--- src/rtl/fir_filter_output_stage.sv ---
// rtl/fir_filter_output_stage.sv - FIR output stage: round, saturate, buffer, handshake
// Rescales accumulator values, clips to the sample width and queues them for the consumer.
module fir_filter_output_stage #(
    parameter int IN_WIDTH  = 32,
    parameter int OUT_WIDTH = 16,
    parameter int SHIFT     = 15,
    parameter int DEPTH     = 4
) (
    input  logic                 clk,
    input  logic                 rst,
    input  logic                 flush,
    input  logic [IN_WIDTH-1:0]  accum_value_in,
    input  logic                 output_valid_in,
    output logic                 freeze_out,
    output logic [OUT_WIDTH-1:0] out_data,
    output logic                 out_valid,
    input  logic                 out_ready,
    output logic [15:0]          sat_count
);

    localparam int AW = (DEPTH > 1) ? $clog2(DEPTH) : 1;
    localparam int CW = AW + 1;
    localparam logic [CW-1:0] FULL_COUNT = CW'(DEPTH);

    // Half an output LSB; shifting right afterwards keeps SHIFT=0 free of a negative shift.
    localparam logic signed [IN_WIDTH:0] ROUND =
        (((IN_WIDTH+1)'(1)) << SHIFT) >> 1;
    localparam logic signed [IN_WIDTH:0] MAX_VAL =
        {{(IN_WIDTH-OUT_WIDTH+2){1'b0}}, {(OUT_WIDTH-1){1'b1}}};
    localparam logic signed [IN_WIDTH:0] MIN_VAL =
        {{(IN_WIDTH-OUT_WIDTH+2){1'b1}}, {(OUT_WIDTH-1){1'b0}}};

    logic signed [IN_WIDTH:0] ext;
    logic signed [IN_WIDTH:0] rounded;
    logic signed [IN_WIDTH:0] shifted;
    logic                     over;
    logic                     under;
    logic                     sat;
    logic [OUT_WIDTH-1:0]     sample;

    assign ext     = {accum_value_in[IN_WIDTH-1], accum_value_in};
    assign rounded = ext + ROUND;
    assign shifted = rounded >>> SHIFT;
    assign over    = shifted > MAX_VAL;
    assign under   = shifted < MIN_VAL;
    assign sat     = over | under;

    always_comb begin
        sample = shifted[OUT_WIDTH-1:0];
        if (over) begin
            sample = {1'b0, {(OUT_WIDTH-1){1'b1}}};
        end else if (under) begin
            sample = {1'b1, {(OUT_WIDTH-1){1'b0}}};
        end
    end

    logic [OUT_WIDTH-1:0] mem [DEPTH];
    logic [AW-1:0]        wr_ptr;
    logic [AW-1:0]        rd_ptr;
    logic [CW-1:0]        count;
    logic                 push;
    logic                 pop;

    // Status comes from the registered count only, keeping handshake inputs off these paths.
    assign freeze_out = (count == FULL_COUNT);
    assign out_valid  = (count != '0);
    assign out_data   = mem[rd_ptr];

    assign push = output_valid_in & ~freeze_out & ~flush;
    assign pop  = out_valid & out_ready & ~flush;

    always_ff @(posedge clk) begin
        if (rst) begin
            wr_ptr <= '0;
            rd_ptr <= '0;
            count  <= '0;
            for (int i = 0; i < DEPTH; i++) begin
                mem[i] <= '0;
            end
        end else if (flush) begin
            wr_ptr <= '0;
            rd_ptr <= '0;
            count  <= '0;
        end else begin
            if (push) begin
                mem[wr_ptr] <= sample;
                wr_ptr      <= wr_ptr + AW'(1);
            end
            if (pop) begin
                rd_ptr <= rd_ptr + AW'(1);
            end
            case ({push, pop})
                2'b10:   count <= count + CW'(1);
                2'b01:   count <= count - CW'(1);
                default: count <= count;
            endcase
        end
    end

    always_ff @(posedge clk) begin
        if (rst) begin
            sat_count <= '0;
        end else if (push && sat && (sat_count != 16'hFFFF)) begin
            sat_count <= sat_count + 16'd1;
        end
    end

endmodule

--- config.mk ---
export PLATFORM = sky130hd
export DESIGN_NAME = fir_filter_output_stage
export DESIGN_NICKNAME = d
export VERILOG_FILES = /design/src/rtl/fir_filter_output_stage.sv
export SDC_FILE = /design/constraint.sdc
export NUM_CORES = 1
export LEC_CHECK = 0
export CAP_MARGIN = 10
export CORE_ASPECT_RATIO = 0.7
export CORE_MARGIN = 8
export CORE_UTILIZATION = 55
export DETAILED_ROUTE_END_ITERATION = 10
export PLACE_DENSITY = 0.85
export SYNTH_ARGS = -nofsm -noshare
export SYNTH_HDL_FRONTEND = slang
export SYNTH_SLANG_ARGS = --single-unit
--- constraint.sdc ---
create_clock -name clk -period 6.5 [get_ports clk]
set_input_delay 1.3 -clock clk [delete_from_list [all_inputs] [get_ports clk]]
set_output_delay 1.3 -clock clk [all_outputs]
set_load 0.005 [all_outputs]
==> metrics.txt, run 1 <==
# TYPE chip_impl_metric gauge
chip_impl_metric{name="remaining_max_slew_budget_at_the_tightest_pin",unit="%"} 26.2
chip_impl_info{name="most-common-layout-cells",value="sky130_fd_sc_hd__nor2_1, sky130_fd_sc_hd__edfxtp_1, sky130_fd_sc_hd__clkdlybuf4s50_1, sky130_fd_sc_hd__a21oi_1, sky130_fd_sc_hd__dfxtp_1"} 1
chip_impl_metric{name="grt.total_usage",unit="%"} 18.0
chip_impl_metric{name="post_detail_place_hpwl",unit="um"} 7100
chip_impl_metric{name="synth_async_sr_flop_share",unit="%"} 0
chip_impl_metric{name="critPathArrivalTime",unit="ns"} 4.19
chip_impl_metric{name="max_freq",unit="MHz"} 236
chip_impl_info{name="layout.cells.most_common",value="sky130_fd_sc_hd__nor2_1"} 1
chip_impl_metric{name="synth_warnings",unit=""} 0
chip_impl_metric{name="route.final.wire_length",unit="um"} 10400
chip_impl_metric{name="finalSetupViolations",unit=""} 0
chip_impl_info{name="status",value="finished clean"} 1
chip_impl_metric{name="design_area",unit="sq um"} 5430
chip_impl_metric{name="cts_setup_buffers",unit=""} 0
chip_impl_metric{name="drtAntennaViolNets",unit=""} 0
chip_impl_metric{name="detail_route.first_pass.iterations",unit=""} 5
chip_impl_info{name="cts_root_buffer",value="sky130_fd_sc_hd__clkbuf_16"} 1
chip_impl_metric{name="post_synth_inst_count",unit=""} 398
chip_impl_metric{name="leak_pwr",unit="uW"} 0.00183
chip_impl_info{name="sequence_of_cells_on_the_critical_path",value="clkdlybuf4s50_1 -> nor3b_2 -> nand2b_1 -> nor2_1 -> nand2_1 -> nand2b_1"} 1
chip_impl_metric{name="placementRows",unit=""} 27
chip_impl_metric{name="cts_hold_buf",unit=""} 0
chip_impl_metric{name="fp.dieW",unit="um"} 124
chip_impl_metric{name="routed_wire_length_per_instance",unit="um"} 18.8
chip_impl_info{name="grt_setup_unrepaired",value="false"} 1
chip_impl_metric{name="synth_mux_area_share",unit="%"} 9.25
chip_impl_metric{name="part_of_the_yosys_area_used_for_sequential_elements",unit="%"} 53.6
chip_impl_metric{name="netlist_area",unit="sq um"} 4520
chip_impl_info{name="dominant_combinational_cell_family_by_area_after_synthesis",value="simple AND/OR/NAND/NOR gates"} 1
chip_impl_metric{name="cts_repair_resize_count",unit=""} 0
chip_impl_info{name="cts_tree",value="built"} 1
chip_impl_metric{name="fraction_of_layout_cells_with_a_size_suffix_above_1",unit="%"} 11.0
chip_impl_metric{name="die_area",unit="sq um"} 11400
chip_impl_metric{name="placement.cell_area",unit="sq um"} 5130
chip_impl_metric{name="power_per_cell_area",unit="nW/um^2"} 232
chip_impl_metric{name="totalPowerFinal",unit="uW"} 1260
chip_impl_metric{name="antennaDiodeCount",unit=""} 0
chip_impl_metric{name="final_net_count",unit=""} 489
chip_impl_metric{name="worst-slew-pin-transition",unit="ns"} 1.10
chip_impl_metric{name="insertion_delay",unit="ns"} 0.34
chip_impl_metric{name="h-tree-depth",unit=""} 3
chip_impl_metric{name="largest_net_degree_at_the_start_of_global_routing",unit=""} 25
chip_impl_metric{name="stage_delay_of_the_slowest_cell_on_the_critical_path",unit="ns"} 0.85
chip_impl_info{name="cpLargestDelayFamily",value="simple AND/OR/NAND/NOR gates"} 1
chip_impl_metric{name="post_synth_and_or_nand_nor_area_fraction",unit="%"} 20.0
chip_impl_metric{name="final_core_utilization",unit="%"} 68.6
chip_impl_metric{name="irDropWorstVdd",unit="V"} 0.000162
chip_impl_metric{name="die_h",unit="um"} 91.8
chip_impl_metric{name="cp_max_fo",unit=""} 19
chip_impl_info{name="setup.worst_path.end_class",value="flop"} 1
chip_impl_metric{name="worst_path_required_time",unit="ns"} 6.45
chip_impl_metric{name="synth.lib_cells_used.distinct",unit=""} 52
chip_impl_metric{name="first_global_vias",unit=""} 3328
chip_impl_metric{name="drv.max_cap_violation_count",unit=""} 0
chip_impl_metric{name="yosys.area_share.adder",unit="%"} 1.27
chip_impl_metric{name="synth_top_cell_area_share",unit="%"} 42.5
chip_impl_metric{name="clk_transition_reported_paths",unit="ns"} 0.07
chip_impl_metric{name="clock_sink_count",unit=""} 89
chip_impl_metric{name="aggregate_global_routing_overflow",unit=""} 0
chip_impl_info{name="critical-path-slowest-cell",value="sky130_fd_sc_hd__nand2b_1"} 1
chip_impl_metric{name="floorplan.io_pins",unit=""} 71
chip_impl_metric{name="cts.path.max_buffers",unit=""} 2
chip_impl_info{name="crit_path_start_kind",value="primary input"} 1
chip_impl_metric{name="min_period",unit="ns"} 4.24
chip_impl_metric{name="clock-skew-final",unit="ns"} 0.00913
chip_impl_metric{name="ys_seq_elements",unit=""} 89
chip_impl_metric{name="initial_cell_density_of_the_core",unit="%"} 57.1
chip_impl_metric{name="totalNegativeSetupSlack",unit="ns"} 0
chip_impl_metric{name="final_min_period_over_clock_period",unit="%"} 65.2
chip_impl_info{name="critical-path-top-cell-by-count",value="sky130_fd_sc_hd__nand2b_1"} 1
chip_impl_metric{name="synth_area_per_cell",unit="sq um"} 11.3
chip_impl_metric{name="synthToLayoutAreaGrowth",unit="%"} 20.1
chip_impl_metric{name="count_of_filler_cells_inserted_in_the_layout",unit=""} 576
chip_impl_info{name="setup.worst_path.class",value="in -> reg"} 1
chip_impl_metric{name="number_of_enable_type_register_cells_in_the_synthesized_netlist",unit=""} 64
chip_impl_info{name="ys_top_cells_by_area",value="sky130_fd_sc_hd__edfxtp_1, sky130_fd_sc_hd__dfxtp_1, sky130_fd_sc_hd__mux4_2"} 1
chip_impl_metric{name="io_buffer_count",unit=""} 56
chip_impl_metric{name="initial_antenna_violation_count",unit=""} 0
chip_impl_metric{name="cp_num_buf_inv",unit=""} 1
chip_impl_info{name="synth.largest_area_cell",value="sky130_fd_sc_hd__edfxtp_1"} 1
chip_impl_info{name="hp-class",value="reg -> reg"} 1
chip_impl_metric{name="syn-num-nets",unit=""} 439
chip_impl_metric{name="routed_via_count_divided_by_cell_count",unit=""} 6.09
chip_impl_metric{name="synth_compound_area_share",unit="%"} 8.98
chip_impl_metric{name="numCtsBuffers",unit=""} 9
chip_impl_metric{name="core",unit="sq um"} 7910
chip_impl_metric{name="drv_slew",unit=""} 0
chip_impl_metric{name="grt_first_pass_wirelength",unit="um"} 16900
chip_impl_metric{name="first_iter_violations",unit=""} 310
chip_impl_metric{name="routabilityCongestion",unit=""} 0.872
chip_impl_info{name="synth_ff_type",value="sky130_fd_sc_hd__edfxtp_1"} 1
chip_impl_metric{name="timing_hold_violations_final",unit=""} 0
chip_impl_metric{name="post_synth_xor_area_fraction",unit="%"} 4.24
chip_impl_metric{name="drcViolationCount",unit=""} 0
chip_impl_metric{name="detailroute.via_count",unit=""} 3372
==> cell families (layout without fill, tap and decap cells) <==
group,Yosys count,in the layout
simple gates,174,174
flops,89,89
compound gates,63,63
buf+inv,27,82
xor+xnor,21,21
mux,20,20
fa+ha+maj,4,4
==> power breakdown <==
group	switching (uW)	internal (uW)	total (uW)
sequential	7.04	628	635
clock	233	269	502
combinational	69.6	51.6	121
==> per-layer routing <==
layer	up-vias	routed length (um)	global-route usage (%)
li1	1581	-	-
met1	1619	4580	22.8
met2	166	4970	30.4
met3	6	812	4.54
met4	0	38	4.60
met5	-	0	0
==> tightest hold or removal path: cells and delay by family (launching register included) <==
family / cells / cell delay [ns]
AOI/OAI and AO/OA: 2 / 0.13
DFF: 1 / 0.33
==> flip-flops by register name, indices dropped and copies added (netlist names), named ones only <==
signal,count
count,3
rd_ptr,2
sat_count,16
wr_ptr,2
mem,64
==> final cells by class <==
class / instances / area (sq um) / area share, %
clock inverter: 7 / 70.1 / 1.29
multi-input combinational: 282 / 1980 / 36.4
clock buffer: 9 / 225 / 4.15
sequential: 89 / 2420 / 44.6
tap: 101 / 126 / 2.33
timing repair buffer: 58 / 576 / 10.6
inverter: 8 / 30.0 / 0.553
==> synthesized netlist by cell type, drive strengths merged (4+ instances only) <==
library cell / count
or4: 9
mux4: 16
xor2: 9
clkbuf: 15
nand2: 17
o31ai: 9
inv: 8
nor4: 4
dfxtp: 25
nand4: 11
or3: 11
a31oi: 5
edfxtp: 64
nor2: 82
nand3: 14
xnor2: 12
o21ai: 15
a21oi: 26
nand2b: 7
buf: 4
nor3: 7
==> worst paths after layout <==
kind,from,endpoint,slack [ns],depth (start not counted)
setup reg to reg,count[2]$_SDFFE_PP0P_,mem[1][14]$_SDFFCE_PN0P_,3.23,6
setup / recovery,flush,mem[1][14]$_SDFFCE_PN0P_,2.26,6
hold / removal,sat_count[13]$_SDFFE_PP0P_,sat_count[13]$_SDFFE_PP0P_,0.50,2
hold reg to reg,sat_count[13]$_SDFFE_PP0P_,sat_count[13]$_SDFFE_PP0P_,0.50,2
==> stage by stage <==
stage / hold WS (ns) / std cells / worst slack, ns
2_1_floorplan: 0.462 / 398 / 3.10
3_3_place_gp: 0.476 / 538 / 2.05
3_5_place_dp: 0.498 / 538 / 1.95
4_1_cts: 0.504 / 554 / 2.25
5_1_grt: 0.530 / 554 / 2.10
6_report: 0.503 / 554 / 2.26
Power figures use the tool's default switching activity.
==> run 2: changes to the inputs <==
- CORE_UTILIZATION: 55 -> 49
- PLACE_DENSITY: 0.85 -> 0.81
- clock period: 6.5 -> 3.7 ns (I/O delays scaled with it)
==> run 2 against run 1 <==
- final area up 2.3%
- sequential share of layout area down 0.99 points
- sequential power up 75%
- power up 78%
- critical endpoint is now sat_count[10]$_SDFFE_PP0P_
==> metrics.txt, run 2 (synthesis results as in run 1) <==
# TYPE chip_impl_metric gauge
chip_impl_metric{name="aggregate_global_routing_overflow",unit=""} 0
chip_impl_metric{name="h-tree-depth",unit=""} 3
chip_impl_metric{name="max_freq",unit="MHz"} 301
chip_impl_metric{name="grt.total_usage",unit="%"} 18.0
chip_impl_metric{name="routed_wire_length_per_instance",unit="um"} 18.1
chip_impl_metric{name="min_period",unit="ns"} 3.32
chip_impl_info{name="most-common-layout-cells",value="sky130_fd_sc_hd__nor2_1, sky130_fd_sc_hd__edfxtp_1, sky130_fd_sc_hd__clkdlybuf4s50_1, sky130_fd_sc_hd__a21oi_1, sky130_fd_sc_hd__dfxtp_1"} 1
chip_impl_metric{name="finish.cell_count_without_fillers",unit=""} 589
chip_impl_metric{name="final_min_period_over_clock_period",unit="%"} 89.7
chip_impl_metric{name="worst_path_required_time",unit="ns"} 3.97
chip_impl_metric{name="grt_first_pass_wirelength",unit="um"} 17200
chip_impl_metric{name="drv.max_cap_violation_count",unit=""} 0
chip_impl_info{name="sequence_of_cells_on_the_critical_path",value="clkdlybuf4s50_1 -> ha_1 -> nand4_4 -> nor4_4 -> mux2i_1 -> nand2_1 -> buf_4 -> or4_1 -> a21oi_1"} 1
chip_impl_info{name="hp-class",value="reg -> reg"} 1
chip_impl_metric{name="cts_setup_buffers",unit=""} 0
chip_impl_metric{name="routabilityCongestion",unit=""} 0.868
chip_impl_metric{name="postLayoutSetupSlackWorst",unit="ns"} 0.381
chip_impl_info{name="grt_setup_unrepaired",value="false"} 1
chip_impl_metric{name="power_per_cell_area",unit="nW/um^2"} 403
chip_impl_metric{name="post-place-ws",unit="ns"} 0.0137
chip_impl_metric{name="die_area",unit="sq um"} 12600
chip_impl_metric{name="initial_antenna_violation_count",unit=""} 0
chip_impl_metric{name="initial_cell_density_of_the_core",unit="%"} 50.2
chip_impl_info{name="cts_root_buffer",value="sky130_fd_sc_hd__clkbuf_16"} 1
chip_impl_metric{name="first_iter_violations",unit=""} 352
chip_impl_metric{name="clk_transition_reported_paths",unit="ns"} 0.07
chip_impl_metric{name="synthToLayoutAreaGrowth",unit="%"} 22.9
chip_impl_info{name="setup.worst_path.end_class",value="flop"} 1
chip_impl_metric{name="die_h",unit="um"} 96.3
chip_impl_metric{name="floorplan.io_pins",unit=""} 71
chip_impl_metric{name="detail_route.first_pass.iterations",unit=""} 5
chip_impl_metric{name="core",unit="sq um"} 9000
chip_impl_metric{name="cp_num_buf_inv",unit=""} 2
chip_impl_metric{name="first_global_vias",unit=""} 3424
chip_impl_metric{name="numCtsBuffers",unit=""} 9
chip_impl_info{name="top_regs",value="mem x64, sat_count x16, count x3"} 1
chip_impl_metric{name="largest_net_degree_at_the_start_of_global_routing",unit=""} 24
chip_impl_metric{name="route.final.wire_length",unit="um"} 10700
chip_impl_metric{name="io_buffer_count",unit=""} 56
chip_impl_metric{name="drcViolationCount",unit=""} 0
chip_impl_metric{name="insertion_delay",unit="ns"} 0.34
chip_impl_metric{name="hold-path-cell-count",unit=""} 2
chip_impl_info{name="critical-path-slowest-cell",value="sky130_fd_sc_hd__or4_1"} 1
chip_impl_info{name="holdPathEnd",value="sat_count[13]$_SDFFE_PP0P_"} 1
chip_impl_metric{name="drtAntennaViolNets",unit=""} 0
chip_impl_metric{name="critPathArrivalTime",unit="ns"} 3.59
chip_impl_metric{name="rrSetupSlack",unit="ns"} 1.29
chip_impl_info{name="status",value="finished clean"} 1
chip_impl_metric{name="post-place-cells",unit=""} 573
chip_impl_info{name="timing.critical_path.from",value="accum_value_in[15]"} 1
chip_impl_metric{name="worst-slew-pin-transition",unit="ns"} 0.821
chip_impl_info{name="r2r_startpoint",value="count[2]$_SDFFE_PP0P_"} 1
chip_impl_info{name="cpLargestDelayFamily",value="simple AND/OR/NAND/NOR gates"} 1
chip_impl_metric{name="remaining_max_slew_budget_at_the_tightest_pin",unit="%"} 45.2
chip_impl_metric{name="leak_pwr",unit="uW"} 0.00189
chip_impl_info{name="cts_tree",value="built"} 1
chip_impl_metric{name="post_detail_place_hpwl",unit="um"} 7520
chip_impl_metric{name="drv_slew",unit=""} 0
chip_impl_info{name="largest-register",value="mem"} 1
chip_impl_metric{name="stage_delay_of_the_slowest_cell_on_the_critical_path",unit="ns"} 0.53
chip_impl_info{name="timing.rr.end",value="mem[2][12]$_SDFFCE_PN0P_"} 1
chip_impl_metric{name="irDropWorstVdd",unit="V"} 0.000265
chip_impl_info{name="crit_path_start_kind",value="primary input"} 1
chip_impl_metric{name="placementRows",unit=""} 29
chip_impl_metric{name="largest_register_ff_count",unit=""} 64
chip_impl_metric{name="detailroute.via_count",unit=""} 3404
chip_impl_metric{name="clock-skew-final",unit="ns"} 0.00959
chip_impl_metric{name="totalPowerFinal",unit="uW"} 2230
chip_impl_info{name="worstHoldStart",value="sat_count[13]$_SDFFE_PP0P_"} 1
chip_impl_metric{name="cts.path.max_buffers",unit=""} 2
chip_impl_metric{name="fraction_of_layout_cells_with_a_size_suffix_above_1",unit="%"} 13.3
chip_impl_metric{name="hold-worst-slack",unit="ns"} 0.493
chip_impl_info{name="layout.cells.most_common",value="sky130_fd_sc_hd__nor2_1"} 1
chip_impl_metric{name="cts_repair_resize_count",unit=""} 0
chip_impl_metric{name="cp_max_fo",unit=""} 22
chip_impl_metric{name="routed_via_count_divided_by_cell_count",unit=""} 5.78
chip_impl_metric{name="totalNegativeSetupSlack",unit="ns"} 0
chip_impl_metric{name="fp.dieW",unit="um"} 131
chip_impl_metric{name="cts_hold_buf",unit=""} 0
chip_impl_metric{name="antennaDiodeCount",unit=""} 0
chip_impl_info{name="setup.worst_path.class",value="in -> reg"} 1
chip_impl_metric{name="clock_sink_count",unit=""} 89
chip_impl_metric{name="worst-r2r-cell-count",unit=""} 6
chip_impl_metric{name="finalSetupViolations",unit=""} 0
chip_impl_metric{name="timing_hold_violations_final",unit=""} 0
chip_impl_metric{name="final_net_count",unit=""} 501
==> run 2: cell count changes in the layout (fill, tap and decap cells not counted) <==
cell	change
sky130_fd_sc_hd__clkinvlp_4	+1
sky130_fd_sc_hd__clkinv_4	-2
sky130_fd_sc_hd__inv_6	-1
sky130_fd_sc_hd__inv_8	+2
sky130_fd_sc_hd__buf_4	+12
==> run 2: worst min-delay path, stage by stage (launching register included) <==
cell,delay (ns)
sky130_fd_sc_hd__dfxtp_1,0.33
sky130_fd_sc_hd__o31ai_1,0.07
sky130_fd_sc_hd__a21oi_1,0.05
==> run 2: how the worst max path moves through the flow <==
stage / endpoint / slack, ns / depth (start not counted)
floorplan: sat_count[5]$_SDFFE_PP0P_ / 0.86 / 8
global placement: sat_count[5]$_SDFFE_PP0P_ / 0.16 / 9
detailed placement: sat_count[10]$_SDFFE_PP0P_ / 0.01 / 9
CTS: sat_count[10]$_SDFFE_PP0P_ / 0.37 / 9
global route: sat_count[10]$_SDFFE_PP0P_ / 0.20 / 9
finish: sat_count[10]$_SDFFE_PP0P_ / 0.38 / 9
==> run 2: where the power goes <==
group / internal [uW] / switching (uW) / leakage (uW)
clock network: 477 / 419 / 0.000141
registers: 1100 / 11.8 / 0.000868
logic: 98.8 / 125 / 0.000881
==> run 2: area by class of cell <==
class | count | area [sq um]
Fill cell | 723 | 3450
Sequential cell | 89 | 2420
Multi-Input combinational cell | 282 | 1980
Timing Repair Buffer | 70 | 666
Clock buffer | 9 | 225
Tap cell | 124 | 155
Clock inverter | 7 | 73.8
Inverter | 8 | 30.0
==> run 2: stage by stage <==
step | utilization [%] | cell area, sq um
after floorplan | - | 4520
after global placement | 58.3 | 5250
after detailed placement | 58.3 | 5250
after CTS | 61.7 | 5550
after global routing | 61.7 | 5550
final | 61.7 | 5550
==> run 2: per-layer routing <==
layer | vias up | track usage, % | share of wire, %
met5 | - | 0 | 0
met4 | 0 | 4.38 | 0.71
met3 | 8 | 5.26 | 8.9
met2 | 141 | 29.8 | 48
met1 | 1644 | 22.9 | 42
li1 | 1611 | - | -
==> edit 1: new RTL, flow settings as in run 1 <==
Register the output `sat_count` once more, with the module's reset; this adds one clock of latency there. The other outputs are not delayed to match.
--- a/src/rtl/fir_filter_output_stage.sv
+++ b/src/rtl/fir_filter_output_stage.sv
@@ -29,6 +29,8 @@
         {{(IN_WIDTH-OUT_WIDTH+2){1'b0}}, {(OUT_WIDTH-1){1'b1}}};
     localparam logic signed [IN_WIDTH:0] MIN_VAL =
         {{(IN_WIDTH-OUT_WIDTH+2){1'b1}}, {(OUT_WIDTH-1){1'b0}}};
+
+    logic [15:0] sat_count_s0;
 
     logic signed [IN_WIDTH:0] ext;
     logic signed [IN_WIDTH:0] rounded;
@@ -99,9 +101,17 @@
 
     always_ff @(posedge clk) begin
         if (rst) begin
+            sat_count_s0 <= '0;
+        end else if (push && sat && (sat_count_s0 != 16'hFFFF)) begin
+            sat_count_s0 <= sat_count_s0 + 16'd1;
+        end
+    end
+
+    always_ff @(posedge clk) begin
+        if (rst) begin
             sat_count <= '0;
-        end else if (push && sat && (sat_count != 16'hFFFF)) begin
-            sat_count <= sat_count + 16'd1;
+        end else begin
+            sat_count <= sat_count_s0;
         end
     end
 
Behaviour: not the same (a bounded check fails within 4 cycles, from zero or initial values and one cycle with rst high).
==> edit 1 against run 1 <==
  * Final area is 7.1% higher
  * Synthesized area is 8.6% higher
  * Non-clock buffer count is the same
  * Setup slack better by 0.036 ns
  * Power rose by 8.7%
  * Sequential cell count up 16
  * Wire length up 2.0%
  * Via count rose by 3.0%
  * Global-route usage shrank 0.19 points
  * Largest cell class unchanged
  * Highest routed layer unchanged
==> edit 1: results (changes against run 1) <==
worst-case reg-to-reg path depth=5 (was 6); fmax=238.1 MHz (was 236.1 MHz); Cell variety after synth=51 (was 52); HPWL after DPL=7455 um (was 7102 um); layout cell share with drive strength beyond 1=12.11% (was 11.04%); Crit path arrival time=4.17 ns (was 4.19 ns); worst slew pin tran=1.090 ns (was 1.105 ns); global placement routability congestion=0.8201 (was 0.8716); largest registers=mem: 64 flops, sat_count: 16 flops, sat_count_s0: 16 flops (was mem: 64 flops, sat_count: 16 flops, count: 3 flops); gr usage total=17.85% (was 18.04%); Synth Area in Compound Gates=7.243% (was 8.975%); Pleak=2.051 nW (was 1.834 nW); largest net degree at the start of global routing=39 (was 25); worst slack, placed=1.963 ns (was 1.950 ns); Largest stage delay, worst path=0.78 ns (was 0.85 ns); run status=complete, no violations (unchanged); DR vias=3472 (was 3372); synth cell count leaders=nor2_1 (85), edfxtp_1 (64), dfxtp_1 (41) (was nor2_1 (81), edfxtp_1 (64), a21oi_1 (26)); mux contribution to synthesized area=8.952% (was 9.252%); drt initial violations=306 (was 310); r2r setup slk=3.25 ns (was 3.23 ns); Post-Route WL=10610 um (was 10400 um); Critical Path Sink=mem[0][2]$_SDFFCE_PN0P_ (was mem[1][14]$_SDFFCE_PN0P_); VDD IR-drop max=0.0001594 V (was 0.0001617 V); CP max-delay cell=or3_1 (was nand2b_1); register area share after synthesis=55.90% (was 53.63%); post-synthesis xor/xnor area fraction=4.387% (was 4.238%); top cells by area, synth=edfxtp_1 (39%), dfxtp_1 (17%), mux4_2 (7.3%) (was edfxtp_1 (43%), dfxtp_1 (11%), mux4_2 (8.0%)); vias in the first global route=3381 (was 3328); first-pass GRT wire length=16940 um (was 16910 um); Mapped Nets=468 (was 439)
edit 1: final cells by class:
cell class / count / area [um^2] / area share, %
Clock buffer: 10 / 229.0 / 3.938
Clock inverter: 6 / 48.80 / 0.8393
Timing Repair Buffer: 58 / 575.6 / 9.899
Multi-Input combinational cell: 292 / 2038 / 35.05
Tap cell: 120 / 150.1 / 2.582
Sequential cell: 105 / 2743 / 47.17
Inverter: 8 / 30.03 / 0.5165
edit 1: kinds of logic (layout without fill, tap and decap cells):
group	after synthesis	after routing
fa+ha+maj	4	4
xor+xnor	23	23
mux	23	23
flops	105	105
buf+inv	30	82
compound gates	54	54
simple gates	188	188
edit 1: how the worst min path moves through the flow:
stage / endpoint / cells after the start / from
after floorplan: sat_count_s0[10]$_SDFFE_PP0P_ / 2 / sat_count_s0[10]$_SDFFE_PP0P_
after global placement: sat_count_s0[10]$_SDFFE_PP0P_ / 2 / sat_count_s0[10]$_SDFFE_PP0P_
after detailed placement: sat_count[6]$_SDFF_PP0_ / 1 / sat_count_s0[6]$_SDFFE_PP0P_
after CTS: sat_count[6]$_SDFF_PP0_ / 1 / sat_count_s0[6]$_SDFFE_PP0P_
after global routing: sat_count[6]$_SDFF_PP0_ / 1 / sat_count_s0[6]$_SDFFE_PP0P_
final: sat_count[15]$_SDFF_PP0_ / 1 / sat_count_s0[15]$_SDFFE_PP0P_
edit 1: where the power goes:
group	internal, mW	switching (mW)
Combinational	0.0533	0.0702
Sequential	0.726	0.00713
Clock	0.265	0.246
edit 1: metal layers:
metal | GRT usage, % | up-vias | part of all wire [%]
met5 | 0 | - | 0
met4 | 4.674 | 0 | 1.0
met3 | 5.017 | 11 | 9.6
met2 | 29.48 | 151 | 48
met1 | 22.86 | 1666 | 42
li1 | - | 1644 | -
edit 1: through the flow:
| step | area [um^2] | utilization (%) | power (mW) | instances |
|---|---|---|---|---|
| after floorplan | 4906 | - | 0.8135 | 427 |
| after global routing | 5814 | 68.02 | 1.406 | 599 |
| after global placement | 5537 | 64.77 | 0.8650 | 583 |
| after detailed placement | 5537 | 64.77 | 0.8709 | 583 |
| final | 5814 | 68.02 | 1.367 | 599 |
| after CTS | 5814 | 68.02 | 1.367 | 599 |
==> edit 2: new RTL, flow settings as in run 1 <==
Without the edit above. Change the parameter `DEPTH` from 4 to 8.
--- a/src/rtl/fir_filter_output_stage.sv
+++ b/src/rtl/fir_filter_output_stage.sv
@@ -4,7 +4,7 @@
     parameter int IN_WIDTH  = 32,
     parameter int OUT_WIDTH = 16,
     parameter int SHIFT     = 15,
-    parameter int DEPTH     = 4
+    parameter int DEPTH     = 8
 ) (
     input  logic                 clk,
     input  logic                 rst,
Formal check against the unedited RTL: not equivalent (a bounded check fails within 10 cycles, from zero or initial values and one cycle with rst high).
==> edit 2 against run 1 <==
  * Non-clock buffer count rose by 2
  * Hold slack improved by 0.0082 ns
  * Wire length rose by 73%
  * Synthesized area rose by 66%
  * Cell count rose by 55%
  * Power rose by 82%
  * Final area rose by 63%
  * Sequential cell count rose by 68
  * Maximum frequency fell by 7.1%
  * Setup slack got worse by 0.33 ns
  * Sequential power rose by 78%
  * Count of clock-buffer cells in the layout rose by 9
  * Critical endpoint is now mem[2][13]$_SDFFCE_PN0P_
==> edit 2: results (changes against run 1) <==
Cell variety after synth=59 (was 52); drt via density=6.166 (was 6.087); Largest stage delay, worst path=0.96 ns (was 0.85 ns); register area share after synthesis=58.87% (was 53.63%); CTS buffer count=17 (was 9); Critical Path Sink=mem[2][13]$_SDFFCE_PN0P_ (was mem[1][14]$_SDFFCE_PN0P_); Mapped Nets=651 (was 439); HPWL after DPL=11710 um (was 7102 um); run status=complete, no violations (unchanged); Reg-to-Reg Start=count[0]$_SDFFE_PP0P_ (was count[2]$_SDFFE_PP0P_); worst-case reg-to-reg path depth=5 (was 6); gr usage total=20.91% (was 18.04%); layout cell share with drive strength beyond 1=15.75% (was 11.04%); synth cell count leaders=nor2_1 (156), edfxtp_1 (128), mux4_2 (32) (was nor2_1 (81), edfxtp_1 (64), a21oi_1 (26)); first-pass GRT wire length=28210 um (was 16910 um); largest registers=mem: 128 flops, sat_count: 16 flops, count: 4 flops (was mem: 64 flops, sat_count: 16 flops, count: 3 flops); worst slew pin tran=1.099 ns (was 1.105 ns); Post-synth EDFFs=128 (was 64); drt initial violations=682 (was 310); skew final=0.007037 ns (was 0.009134 ns); placed instance area=8235 um^2 (was 5131 um^2); final net count=705 (was 489); Syn Inst Count=606 (was 398); FILL cells=904 (was 576); DR WL/cell=20.99 um (was 18.77 um); vias in the first global route=5319 (was 3328); global placement routability congestion=0.9001 (was 0.8716); VDD IR-drop max=0.0002082 V (was 0.0001617 V)
edit 2: worst min path at each step:
stage | cells past startpoint | slack, ns | startpoint | endpoint
final | 2 | 0.51 | sat_count[8]$_SDFFE_PP0P_ | sat_count[8]$_SDFFE_PP0P_
after global routing | 2 | 0.51 | sat_count[8]$_SDFFE_PP0P_ | sat_count[8]$_SDFFE_PP0P_
after CTS | 2 | 0.50 | sat_count[8]$_SDFFE_PP0P_ | sat_count[8]$_SDFFE_PP0P_
after detailed placement | 2 | 0.49 | sat_count[8]$_SDFFE_PP0P_ | sat_count[8]$_SDFFE_PP0P_
after global placement | 2 | 0.48 | count[3]$_SDFFE_PP0P_ | count[3]$_SDFFE_PP0P_
after floorplan | 2 | 0.46 | count[3]$_SDFFE_PP0P_ | count[3]$_SDFFE_PP0P_
edit 2: cell families after synthesis:
| kind of cell | synth area share [%] |
|---|---|
| AND/OR/NAND/NOR | 17.10 |
| adder cells (fa/ha/maj) | 1.432 |
| buffers and inverters | 1.831 |
| multiplexers | 12.40 |
| XOR/XNOR | 2.214 |
| AO/OA/AOI/OAI | 6.144 |
| flip-flops | 58.87 |
edit 2: final cells by class:
class / count / area (um^2) / share of cell area, %
Multi-Input combinational cell: 415 / 2953 / 33.48
Timing Repair Buffer: 60 / 590.6 / 6.695
Clock buffer: 18 / 429.2 / 4.865
Tap cell: 185 / 231.5 / 2.624
Inverter: 9 / 33.78 / 0.3830
Sequential cell: 157 / 4427 / 50.18
Clock inverter: 14 / 156.4 / 1.773
edit 2: per-layer routing:
metal / GRT usage [%] / part of all wire (%)
met5: 0 / 0
met4: 7.216 / 1.6
met3: 5.402 / 10
met2: 34.27 / 48
met1: 26.66 / 40
edit 2: power breakdown:
group | internal, mW | switching [mW]
combinational | 0.0669 | 0.0995
clock | 0.573 | 0.418
sequential | 1.12 | 0.0125
